`config.mk`:
```
export PLATFORM = sky130hd
export DESIGN_NAME = ifetch_ctrl
export DESIGN_NICKNAME = d
export VERILOG_FILES = /design/src/rtl/ifetch_ctrl_pkg.sv /design/src/rtl/ifetch_ctrl_if_id.sv /design/src/rtl/ifetch_ctrl.sv
export SDC_FILE = /design/constraint.sdc
export NUM_CORES = 1
export LEC_CHECK = 0
export CAP_MARGIN = 25
export CORE_MARGIN = 2
export CORE_UTILIZATION = 50
export DETAILED_ROUTE_END_ITERATION = 8
export PLACE_DENSITY = 0.8
export SYNTH_ARGS = -nofsm -noshare
export SYNTH_HDL_FRONTEND = slang
export SYNTH_SLANG_ARGS = --single-unit
```
`constraint.sdc`:
```
create_clock -name clk -period 5.4 [get_ports clk]
set_clock_uncertainty 0.05 [all_clocks]
set_input_delay 1.35 -clock clk [delete_from_list [all_inputs] [get_ports clk]]
set_output_delay 1.35 -clock clk [all_outputs]
set_load 0.05 [all_outputs]
```
`src/rtl/ifetch_ctrl_pkg.sv`:
```
// Shared definitions for the fetch stage: bubble instruction, FSM encodings
// and the word-alignment helper used on redirect targets.
package ifetch_ctrl_pkg;

    localparam logic [31:0] INST_NOP = 32'h0000_0013;

    typedef enum logic [1:0] {
        S_IDLE    = 2'd0,
        S_FETCH   = 2'd1,
        S_DISCARD = 2'd2,
        S_STALL   = 2'd3
    } fetch_state_e;

    function automatic logic [31:0] align_word(input logic [31:0] addr);
        return {addr[31:2], 2'b00};
    endfunction

endpackage

```
`src/rtl/ifetch_ctrl_if_id.sv`:
```
// IF/ID pipeline register. Flush inserts a bubble; hold freezes the contents.
// Otherwise every edge either loads a new instruction or consumes the current
// one, leaving a bubble, so decode never sees the same instruction twice.
module ifetch_ctrl_if_id #(
    parameter logic [31:0] NOP_INS = 32'h0000_0013
) (
    input  logic        clk,
    input  logic        rst,
    input  logic        flush_i,
    input  logic        hold_i,
    input  logic        load_i,
    input  logic [31:0] ins_i,
    input  logic [31:0] ins_addr_i,
    output logic [31:0] ins_o,
    output logic [31:0] ins_addr_o,
    output logic        ins_valid_o
);

    logic [31:0] ins_q, ins_d;
    logic [31:0] addr_q, addr_d;
    logic        valid_q, valid_d;

    // Next-value selection: flush beats hold, hold beats load/consume.
    always_comb begin
        ins_d   = ins_q;
        addr_d  = addr_q;
        valid_d = valid_q;
        if (flush_i) begin
            ins_d   = NOP_INS;
            valid_d = 1'b0;
        end else if (!hold_i) begin
            if (load_i) begin
                ins_d   = ins_i;
                addr_d  = ins_addr_i;
                valid_d = 1'b1;
            end else begin
                ins_d   = NOP_INS;
                valid_d = 1'b0;
            end
        end
    end

    // Register with asynchronous reset to a bubble at address zero.
    always_ff @(posedge clk or posedge rst) begin
        if (rst) begin
            ins_q   <= NOP_INS;
            addr_q  <= 32'h0000_0000;
            valid_q <= 1'b0;
        end else begin
            ins_q   <= ins_d;
            addr_q  <= addr_d;
            valid_q <= valid_d;
        end
    end

    assign ins_o       = ins_q;
    assign ins_addr_o  = addr_q;
    assign ins_valid_o = valid_q;

endmodule

```
`src/rtl/ifetch_ctrl.sv`:
```
// Fetch stage controller: owns the PC, runs the req/ack instruction bus,
// absorbs redirects and stalls from execute, and feeds the IF/ID register.
// While a redirected fetch is still outstanding, pc_q already holds the new
// target and serves as the saved redirect; ibus_addr_o stays on the stale
// address until the bus acks it.
module ifetch_ctrl
    import ifetch_ctrl_pkg::*;
#(
    parameter logic [31:0] RESET_ADDR = 32'h0000_0000,
    parameter logic [31:0] NOP_INS    = INST_NOP
) (
    input  logic        clk,
    input  logic        rst,
    input  logic        jump_en_i,
    input  logic [31:0] jump_addr_i,
    input  logic        hold_flag_i,
    output logic        ibus_req_o,
    output logic [31:0] ibus_addr_o,
    input  logic        ibus_ack_i,
    input  logic [31:0] ibus_rdata_i,
    output logic [31:0] ins_o,
    output logic [31:0] ins_addr_o,
    output logic        ins_valid_o,
    output logic [31:0] pc_o
);

    fetch_state_e state_q, state_d;
    logic [31:0]  pc_q, pc_d;
    logic [31:0]  addr_q, addr_d;
    logic         out_q, out_d;          // request was up last cycle and not acked
    logic         buf_valid_q, buf_valid_d;
    logic [31:0]  buf_ins_q, buf_addr_q;
    logic         buf_wr;
    logic         req;
    logic         ifid_flush, ifid_hold, ifid_load;
    logic [31:0]  ld_ins, ld_addr;

    // Next-state, PC, buffer and IF/ID control; jump takes priority over all else.
    always_comb begin
        state_d     = state_q;
        pc_d        = pc_q;
        buf_valid_d = buf_valid_q;
        buf_wr      = 1'b0;
        ifid_flush  = 1'b0;
        ifid_hold   = hold_flag_i;
        ifid_load   = 1'b0;
        ld_ins      = ibus_rdata_i;
        ld_addr     = addr_q;

        // A fresh request is suppressed under hold; an outstanding one must stay up.
        case (state_q)
            S_FETCH:   req = out_q | ~hold_flag_i;
            S_DISCARD: req = 1'b1;
            default:   req = 1'b0;
        endcase

        if (jump_en_i) begin
            pc_d        = align_word(jump_addr_i);
            ifid_flush  = 1'b1;
            buf_valid_d = 1'b0;
            state_d     = (req && !ibus_ack_i) ? S_DISCARD : S_FETCH;
        end else begin
            case (state_q)
                S_IDLE: state_d = S_FETCH;
                S_FETCH: begin
                    if (!req) begin
                        state_d = S_STALL;
                    end else if (ibus_ack_i) begin
                        pc_d = pc_q + 32'd4;
                        if (hold_flag_i) begin
                            buf_wr      = 1'b1;
                            buf_valid_d = 1'b1;
                            state_d     = S_STALL;
                        end else begin
                            ifid_load = 1'b1;
                        end
                    end
                end
                S_DISCARD: begin
                    if (ibus_ack_i) state_d = S_FETCH;
                end
                S_STALL: begin
                    if (!hold_flag_i) begin
                        state_d = S_FETCH;
                        if (buf_valid_q) begin
                            ifid_load   = 1'b1;
                            ld_ins      = buf_ins_q;
                            ld_addr     = buf_addr_q;
                            buf_valid_d = 1'b0;
                        end
                    end
                end
                default: state_d = S_IDLE;
            endcase
        end

        out_d  = req & ~ibus_ack_i;
        addr_d = (state_d == S_DISCARD) ? addr_q : pc_d;
    end

    // Control and address state, asynchronously reset.
    always_ff @(posedge clk or posedge rst) begin
        if (rst) begin
            state_q     <= S_IDLE;
            pc_q        <= RESET_ADDR;
            addr_q      <= RESET_ADDR;
            out_q       <= 1'b0;
            buf_valid_q <= 1'b0;
        end else begin
            state_q     <= state_d;
            pc_q        <= pc_d;
            addr_q      <= addr_d;
            out_q       <= out_d;
            buf_valid_q <= buf_valid_d;
        end
    end

    // Skid-buffer payload; meaningful only while buf_valid_q is set.
    always_ff @(posedge clk) begin
        if (buf_wr) begin
            buf_ins_q  <= ibus_rdata_i;
            buf_addr_q <= addr_q;
        end
    end

    ifetch_ctrl_if_id #(
        .NOP_INS(NOP_INS)
    ) u_if_id (
        .clk        (clk),
        .rst        (rst),
        .flush_i    (ifid_flush),
        .hold_i     (ifid_hold),
        .load_i     (ifid_load),
        .ins_i      (ld_ins),
        .ins_addr_i (ld_addr),
        .ins_o      (ins_o),
        .ins_addr_o (ins_addr_o),
        .ins_valid_o(ins_valid_o)
    );

    assign ibus_req_o  = req;
    assign ibus_addr_o = addr_q;
    assign pc_o        = pc_q;

endmodule

```
# Word-level counts from Yosys, hierarchy flattened
# Cells that the tools add are included.
[word_totals]
out_inout_bits = 130
register_bits = 197
[classes]
n_reduce_logical = 6
eq_ne = 9
mux = 44
bitwise = 5
add_sub_neg = 1
[op_table]
columns = ["operator", "n"]
rows = [
  ["$mux 32", 13],
  ["$add 32x3->32 const B", 1],
  ["$mux 1", 20],
  ["$mux 2", 7],
  ["$ne 3x3->1 const B", 4],
  ["$pmux 2 s4", 1],
  ["$eq 2x2->1 const B", 3],
  ["$pmux 1 s2", 3],
  ["$reduce_and 5->1", 1],
  ["$not 1->1", 3],
  ["$reduce_and 3->1", 1],
  ["$reduce_bool 3->1", 1],
  ["$eq 2x1->1 const B", 1],
  ["$logic_not 2->1", 1],
  ["$ne 2x1->1 const B", 1],
  ["$and 1x1->1", 1],
  ["$logic_and 1x1->1", 1],
  ["$logic_not 1->1", 1],
  ["$or 1x1->1", 1],
]

# Depth between registers and ports, before layout
# Gate-level depths: netlist of the first run.
[depth]
word_depth = 9
mapped_depth = 11
depth_no_buf = 9

# By module
# A second synthesis of the first run with hierarchy kept.
[hier_totals]
cells_unflattened = 743
hier_area_um2 = 9146.3
[modules_own_cells]
columns = ["module", "seq_area_each_um2", "area_each_um2", "instances", "cells_each"]
rows = [
  ["ifetch_ctrl", 3623.5, 6495.0, 1, 529],
  ["ifetch_ctrl_if_id", 1630.3, 2651.3, 1, 214],
]

# Least setup slack after synthesis of the first run
# Ideal clock, no wire load.
[synth_timing]
path_kind = "in2reg"
from = "input port hold_flag_i"
to = "register buf_addr_q[0] (enable)"
n_path_buf = 0
t_arrival_ns = 4.612
stages = 5
slack_ns = 0.252
setup_ns = 0.486
cell_sequence = "nand2b_1 > a31oi_2 > inv_2 > nand2_1 > nor2_1"
[synth_via]
elab_chain_len = 6
word_cells_on_any_way = 8
classes_between = "6 x mux; 2 x bitwise"
[synth_rtl]
columns = ["item", "line", "source"]
rows = [
  ["start, declared", "ifetch_ctrl.sv:16", "input logic hold_flag_i,"],
  ["$not 1->1 (no line)", "--", ""],
  ["$or 1x1->1", "ifetch_ctrl.sv:52", "S_FETCH: req = out_q | ~hold_flag_i;"],
  ["$pmux 1 s2", "ifetch_ctrl.sv:51", "case (state_q)"],
  ["$mux 1 *", "ifetch_ctrl.sv:66", "if (!req) begin"],
  ["$mux 1 *", "ifetch_ctrl.sv:63", "case (state_q)"],
  ["$mux 1 *", "ifetch_ctrl.sv:57", "if (jump_en_i) begin"],
  ["named net buf_wr", "ifetch_ctrl.sv:33", "logic buf_wr;"],
  ["end signal, assigned", "ifetch_ctrl.sv:122", "buf_addr_q <= addr_q;"],
  ["end, declared", "ifetch_ctrl.sv:32", "logic [31:0] buf_ins_q, buf_addr_q;"],
]
# The timed path passes the listed nets; every way through them passes the cells marked *.
# A chain may end at the register's enable or synchronous reset.

# Worst setup path in the final report of the first run
[layout_timing]
from = "input port hold_flag_i"
to = "output port ibus_req_o"
[layout_via]
elab_chain_len = 3
[layout_rtl]
columns = ["item", "line", "source"]
rows = [
  ["$not 1->1 (no line)", "--", ""],
  ["$or 1x1->1", "ifetch_ctrl.sv:52", ""],
  ["$pmux 1 s2", "ifetch_ctrl.sv:51", ""],
  ["end, declared", "ifetch_ctrl.sv:17", "output logic ibus_req_o,"],
]
# Every way passes these cells.

==> results of run 1 <==
## logic make-up (layout without fill, tap and decap cells)
| family | Yosys count | after routing | synth area share [%] |
|---|---|---|---|
| flops | 197 | 197 | 63.6 |
| buf+inv | 40 | 244 | 2.06 |
| compound gates | 116 | 116 | 8.15 |
| simple gates | 220 | 220 | 12.2 |
| xor+xnor | 18 | 18 | 1.91 |
| mux | 88 | 88 | 11.0 |
| fa+ha+maj | 7 | 7 | 1.06 |
## worst register-to-register path: cells and delay by family (launching register included)
family | cells | cell delay [ns]
adders and majority gates | 1 | 0.32
DFF | 1 | 0.44
and+or+nand+nor | 2 | 0.31
buffers and inverters | 4 | 0.93
AOI/OAI and AO/OA | 3 | 1.04
## flip-flops by register name, summed over array words and instances, names as in the netlist
signal,cells
buf_addr_q,32
buf_ins_q,32
ibus_addr_o,32
pc_o,32
u_if_id.ins_addr_o,32
u_if_id.ins_o,32
state_q,2
buf_valid_q,1
out_q,1
u_if_id.ins_valid_o,1
## final cells by class
type / instances / area share (%)
Clock buffer: 21 / 4.08
Inverter: 6 / 0.249
Clock inverter: 11 / 1.11
Timing Repair Buffer: 206 / 18.7
Multi-Input combinational cell: 449 / 25.8
Sequential cell: 197 / 47.6
Tap cell: 216 / 2.45
## per-stage QoR
step | power (mW) | hold WS (ns) | cell area, µm²
after floorplan | 3.48 | 0.455 | 8260
after global placement | 4.22 | 0.409 | 10400
after detailed placement | 4.28 | 0.414 | 10500
after CTS | 5.53 | 0.435 | 11000
after global routing | 5.73 | 0.455 | 11000
final | 5.49 | 0.431 | 11000
## layer usage
metal | vias to the layer above | wire length [µm] | GRT usage, %
met3 | 14 | 1730 | 8.70
li1 | 2822 | - | -
met5 | - | 0 | 0
met2 | 199 | 10300 | 41.5
met4 | 0 | 172 | 4.66
met1 | 3046 | 8660 | 30.5
## power breakdown
part | internal [mW] | switching [mW]
clock network | 0.698 | 0.539
registers | 1.85 | 0.239
logic | 0.725 | 1.43
total | 3.28 | 2.21
## path summary, 6_finish.rpt
path / cells past startpoint / slack (ns) / from / endpoint
max: 5 / 0.75 / hold_flag_i / ibus_req_o
min: 2 / 0.43 / u_if_id.ins_o[9]$_DFFE_PP0P_ / u_if_id.ins_o[9]$_DFFE_PP0P_
max reg2reg: 10 / 2.17 / state_q[1]$_DFF_PP0_ / u_if_id.ins_o[28]$_DFFE_PP0P_
min reg2reg: 2 / 0.43 / u_if_id.ins_o[9]$_DFFE_PP0P_ / u_if_id.ins_o[9]$_DFFE_PP0P_
max in group asynchronous: 3 / 3.00 / rst / ibus_addr_o[15]$_DFFE_PP0P_
min in group asynchronous: 2 / 1.38 / rst / u_if_id.ins_o[20]$_DFFE_PP0P_
## cell usage after synthesis, types with 6 or more instances
master	n
dfrtp_1	130
ha_1	7
a31oi_1	6
nand4_1	9
mux2i_1	65
xor2_1	7
nand3_1	19
o21a_1	6
a21oi_1	6
o31ai_1	12
o21ai_0	75
nor3_1	12
buf_2	10
xnor2_1	11
edfxtp_1	64
clkbuf_1	20
mux2_2	22
nor2_1	43
nand2_1	104
==> metrics.md, run 1 <==
| Metric | Value |
|---|---|
| Gpl congestion | `0.862` |
| Storage cell area | `5250 µm²` |
| Primary FF master, synth | `dfrtp_1` |
| RSZ-0062 raised after global routing | `no` |
| Resized Gates After CTS | `0` |
| Max Cap Viol | `0` |
| DIE AREA | `between 15000 and 20000 µm²` |
| Total GRT Usage | `about a quarter` |
| Largest delay contributor family on the critical path | `buffers and inverters` |
| Final setup fails | `0` |
| Setup bufs post-CTS | `0` |
| H-Tree Depth | `4` |
| Final TNS setup | `0 ns` |
| Core ar. | `between 15000 and 20000 µm²` |
| Synth warn | `0` |
| Worst Max-Slew Pin Slew | `slightly above 0.9 ns` |
| Max-slew violation count | `0` |
| Mapped cell area | `between 8000 and 9000 µm²` |
| Detail Route Antenna Nets | `0` |
| Starting density of the core | `approximately 52%` |
| WL/cell | `around 19 µm` |
| Slowest CP cell | `clkdlybuf4s50_1` |
| FILL cells | `between 1000 and 1500` |
| Syn avg cell area | `~12 µm²` |
| Area grow syn2layout | `33.7%` |
| CTS buffer count | `17` |
| Yosys top cell area share | `39.4%` |
| Number of synthesized flops with an enable pin | `between 60 and 70` |
| Detailed-placement wirelength estimate | `around 14000 µm` |
| CP Capture Type | `primary output` |
| Synth Register Bits | `197` |
| Post-Place Setup Slack | `0.742 ns` |
| Largest net degree at the start of global routing | `77` |
| Cells after DPL | `roughly 1100` |
| Most frequent cells in the layout | `195 x clkdlybuf4s50_1, 130 x dfrtp_1, 103 x nand2_1, 75 x o21ai_0, 65 x mux2i_1` |
| Chip width | `~130 µm` |
| Required @ worst endpoint | `approximately 4 ns` |
| Antenna cells | `0` |
| Final Hold Vio Count | `0` |
| # clock sinks | `197` |
| Fin crit share | `a little under nine tenths` |
| CP Max Fanout | `8` |
| Clock Tree Buf Depth | `2` |
| Syn Nets | `762` |
| Detailed Route Iter0 Violations | `384` |
| Initial antenna violation count | `0` |
| Static Leakage | `4.76 nW` |
| Type of the worst setup path | `input pin to primary output` |
| Critical path cell sequence | `clkdlybuf4s50_1 > nand2b_1 > a31oi_2 > inv_2 > clkdlybuf4s50_1` |
| Final worst slack | `approximately 0.75 ns` |
| WP buf/inv | `3` |
| Layout cells sized above 1 | `a little under 9%` |
| Cell variety after synth | `between 40 and 50` |
| Max VDD drop | `just under 0.5 mV` |
| Detailed-route DRC error count | `0` |
| Rel. slew slack | `roughly 38%` |
| Clock insertion delay at the later pin of the skew report | `about 0.42 ns` |
| Final core utilization | `69.0%` |
| First-pass GRT wire length | `between 30000 and 40000 µm` |
| Outcome | `finished clean` |
| Fmax achieved | `roughly 220 MHz` |
| Hold buffers post-CTS | `0` |
| Gr ovfl total | `0` |
| Ys async rst share | `between 60% and 70%` |
| Synth area leader | `dfrtp_1` |
| Startpoint types | `input pin` |
| DR vias/cell | `around 5.5` |
| Finished Layout Cells | `about 1100` |
| Critical Path AT | `about 3.3 ns` |
| Commonest non-fill, non-tap cell in the layout | `clkdlybuf4s50_1` |
| Mapped Cells | `686` |
| Via Count | `6081` |
| Clock slew at reported path FFs | `roughly 0.060 ns` |
| Register area share after synthesis | `between 60 and 70%` |
| Delay of the slowest critical-path stage | `0.73 ns` |
| CTS tree | `built` |
| Footprint of the multi-input gates | `between 2000 and 3000 µm²` |
| Most used cell, CP | `clkdlybuf4s50_1` |
| Largest cells by area after synthesis | `dfrtp_1 39%, edfxtp_1 23%, mux2i_1 7.9%` |
| Die Y | `133 µm` |
| Min Tclk post-route | `4.65 ns` |
| Nets | `around 950` |
| Power per standard cell area | `a little under 500 nW/µm²` |
| Root buffer cell | `clkbuf_16` |
| Initial DRT Pass Iterations | `5` |
| WL final | `roughly 21000 µm` |
| I/O pin cnt | `199` |
| Vias in the first global route | `6349` |
| Hold Path Class | `flop to flop` |
| Row count | `46` |
| Port-buffer cells | `a little under 200` |
Power figures use the tool's default switching activity.
==> run 2: changes to the inputs <==
- CTS_CLUSTER_SIZE: default -> 14
==> results of run 2 <==
Final layout, timing and power as in run 1 (identical DEF).
==> run 3: changes to the inputs <==
- CORE_ASPECT_RATIO: default -> 1.25
==> run 3 against run 2 <==
Net effect:
- via count is 2.5% lower
- cell area is 0.54% higher
- wire length is 5.2% lower
- worst setup slack better by 0.012 ns
- register-to-register slack better by 0.13 ns
- final cell count hardly changed
- fmax is 0.26% higher
- first-iteration DRC count is 3.9% lower
- count of clock-buffer cells in the layout is 1 lower
- core utilization is 0.48 points lower
- sequential share of layout area is 0.26 points lower
- critical path depth stayed put
==> metrics.md, run 3 (synthesized netlist as in run 1, its figures left out) <==
| Metric | Value |
|---|---|
| Outcome | `finished clean` |
| # clock sinks | `197` |
| Max Cap Viol | `0` |
| Power per standard cell area | `roughly 500 nW/µm²` |
| Setup bufs post-CTS | `0` |
| Chip width | `between 100 and 150 µm` |
| Port-buffer cells | `196` |
| Vias in the first global route | `between 5000 and 6000` |
| Fin crit share | `between 80% and 90%` |
| Initial antenna violation count | `0` |
| Detail Route Antenna Nets | `0` |
| Max VDD drop | `between 0.3 and 0.4 mV` |
| Startpoint types | `input pin` |
| Max-slew violation count | `0` |
| Gr ovfl total | `0` |
| Row count | `52` |
| CP Capture Type | `primary output` |
| H-Tree Depth | `4` |
| Static Leakage | `between 4 and 5 nW` |
| WL/cell | `roughly 18 µm` |
| Resized Gates After CTS | `0` |
| Type of the worst setup path | `input pin to primary output` |
| Required @ worst endpoint | `4.00 ns` |
| Largest net degree at the start of global routing | `between 80 and 90` |
| Core ar. | `between 15000 and 20000 µm²` |
| Initial DRT Pass Iterations | `6` |
| DIE AREA | `about 18000 µm²` |
| Nets | `954` |
| WL final | `around 20000 µm` |
| RSZ-0062 raised after global routing | `no` |
| CP Max Fanout | `8` |
| Layout cells sized above 1 | `between 8 and 9%` |
| CTS buffer count | `17` |
| Min Tclk post-route | `approximately 4.6 ns` |
| Fin Hold WS | `0.427 ns` |
| Total GRT Usage | `23.3%` |
| Hold buffers post-CTS | `0` |
| Final TNS setup | `0 ns` |
| Clock insertion delay at the later pin of the skew report | `about 0.43 ns` |
| Gpl congestion | `about 0.8` |
| Worst Max-Slew Pin Slew | `0.859 ns` |
| Detailed-route DRC error count | `0` |
| Final Hold Vio Count | `0` |
| DR vias/cell | `about 5.4` |
| Post-Place Setup Slack | `0.773 ns` |
| Antenna cells | `0` |
| Rel. slew slack | `between 40% and 50%` |
| Detailed Route Iter0 Violations | `369` |
| Final setup fails | `0` |
| Delay of the slowest critical-path stage | `0.75 ns` |
| Die Y | `approximately 150 µm` |
| Critical path cell sequence | `clkdlybuf4s50_1 > nand2b_1 > a31oi_2 > inv_2 > clkdlybuf4s50_1` |
| Slowest CP cell | `clkdlybuf4s50_1` |
| Most used cell, CP | `clkdlybuf4s50_1` |
| Via Count | `between 5000 and 6000` |
| I/O pin cnt | `a little under 200` |
| Fmax achieved | `around 220 MHz` |
| Starting density of the core | `roughly half` |
| Critical Path AT | `3.23 ns` |
| Most frequent cells in the layout | `196 x clkdlybuf4s50_1, 130 x dfrtp_1, 103 x nand2_1, 75 x o21ai_0, 65 x mux2i_1` |
| Clock slew at reported path FFs | `roughly 0.070 ns` |
| Root buffer cell | `clkbuf_16` |
| Area grow syn2layout | `34.4%` |
| CTS tree | `built` |
| Detailed-placement wirelength estimate | `around 14000 µm` |
| Clock Tree Buf Depth | `2` |
| Hold Path Class | `flop to flop` |
| Commonest non-fill, non-tap cell in the layout | `clkdlybuf4s50_1` |
| First-pass GRT wire length | `32000 µm` |
| Final worst slack | `between 0.7 and 0.8 ns` |
[run 3: path summary, 6_finish.rpt]
kind	from	endpoint	slack, ns	cells after the start
min in group asynchronous	rst	u_if_id.ins_o[12]$_DFFE_PP0P_	1.41	2
setup reg to reg	state_q[1]$_DFF_PP0_	u_if_id.ins_addr_o[5]$_DFFE_PP0P_	2.30	10
setup / recovery	hold_flag_i	ibus_req_o	0.77	5
max in group asynchronous	rst	u_if_id.ins_o[4]$_DFFE_PP1P_	2.99	3
hold / removal	u_if_id.ins_o[28]$_DFFE_PP0P_	u_if_id.ins_o[28]$_DFFE_PP0P_	0.43	2
hold reg to reg	u_if_id.ins_o[28]$_DFFE_PP0P_	u_if_id.ins_o[28]$_DFFE_PP0P_	0.43	2
[run 3: report_power, final]
| group | internal [mW] | switching (mW) |
|---|---|---|
| clock network | 0.752 | 0.573 |
| logic | 0.727 | 1.42 |
| registers | 1.85 | 0.231 |
| total | 3.33 | 2.22 |
[run 3: worst max-delay path: cells and delay by family]
kind                   cells  cell delay (ns)
AND/OR/NAND/NOR            1             0.13
buffers and inverters      3             1.43
AO/OA/AOI/OAI              1             0.32
[run 3: per-layer routing]
layer / share of wire (%) / up-vias / GRT usage (%)
met5: 0 / - / 0
met4: 1.5 / 0 / 6.96
met3: 5.7 / 17 / 6.52
met2: 49 / 159 / 38.2
met1: 44 / 2925 / 30.3
li1: - / 2831 / -
[run 3: through the flow]
| stage | power [mW] | area (µm²) | utilization [%] | instances |
|---|---|---|---|---|
| finish | 5.56 | 11100 | 68.5 | 1107 |
| global route | 5.80 | 11100 | 68.5 | 1107 |
| CTS | 5.60 | 11100 | 68.5 | 1107 |
| detailed placement | 4.27 | 10500 | 64.7 | 1075 |
| global placement | 4.23 | 10500 | 64.6 | 1074 |
| floorplan | 3.48 | 8260 | - | 686 |
[run 3: layout make-up]
class | count | area (µm²)
timing repair buffer | 207 | 2080
fill | 1207 | 5100
inverter | 6 | 27.5
clock inverter | 12 | 169
clock buffer | 20 | 447
sequential | 197 | 5250
tap | 216 | 270
multi-input combinational | 449 | 2850
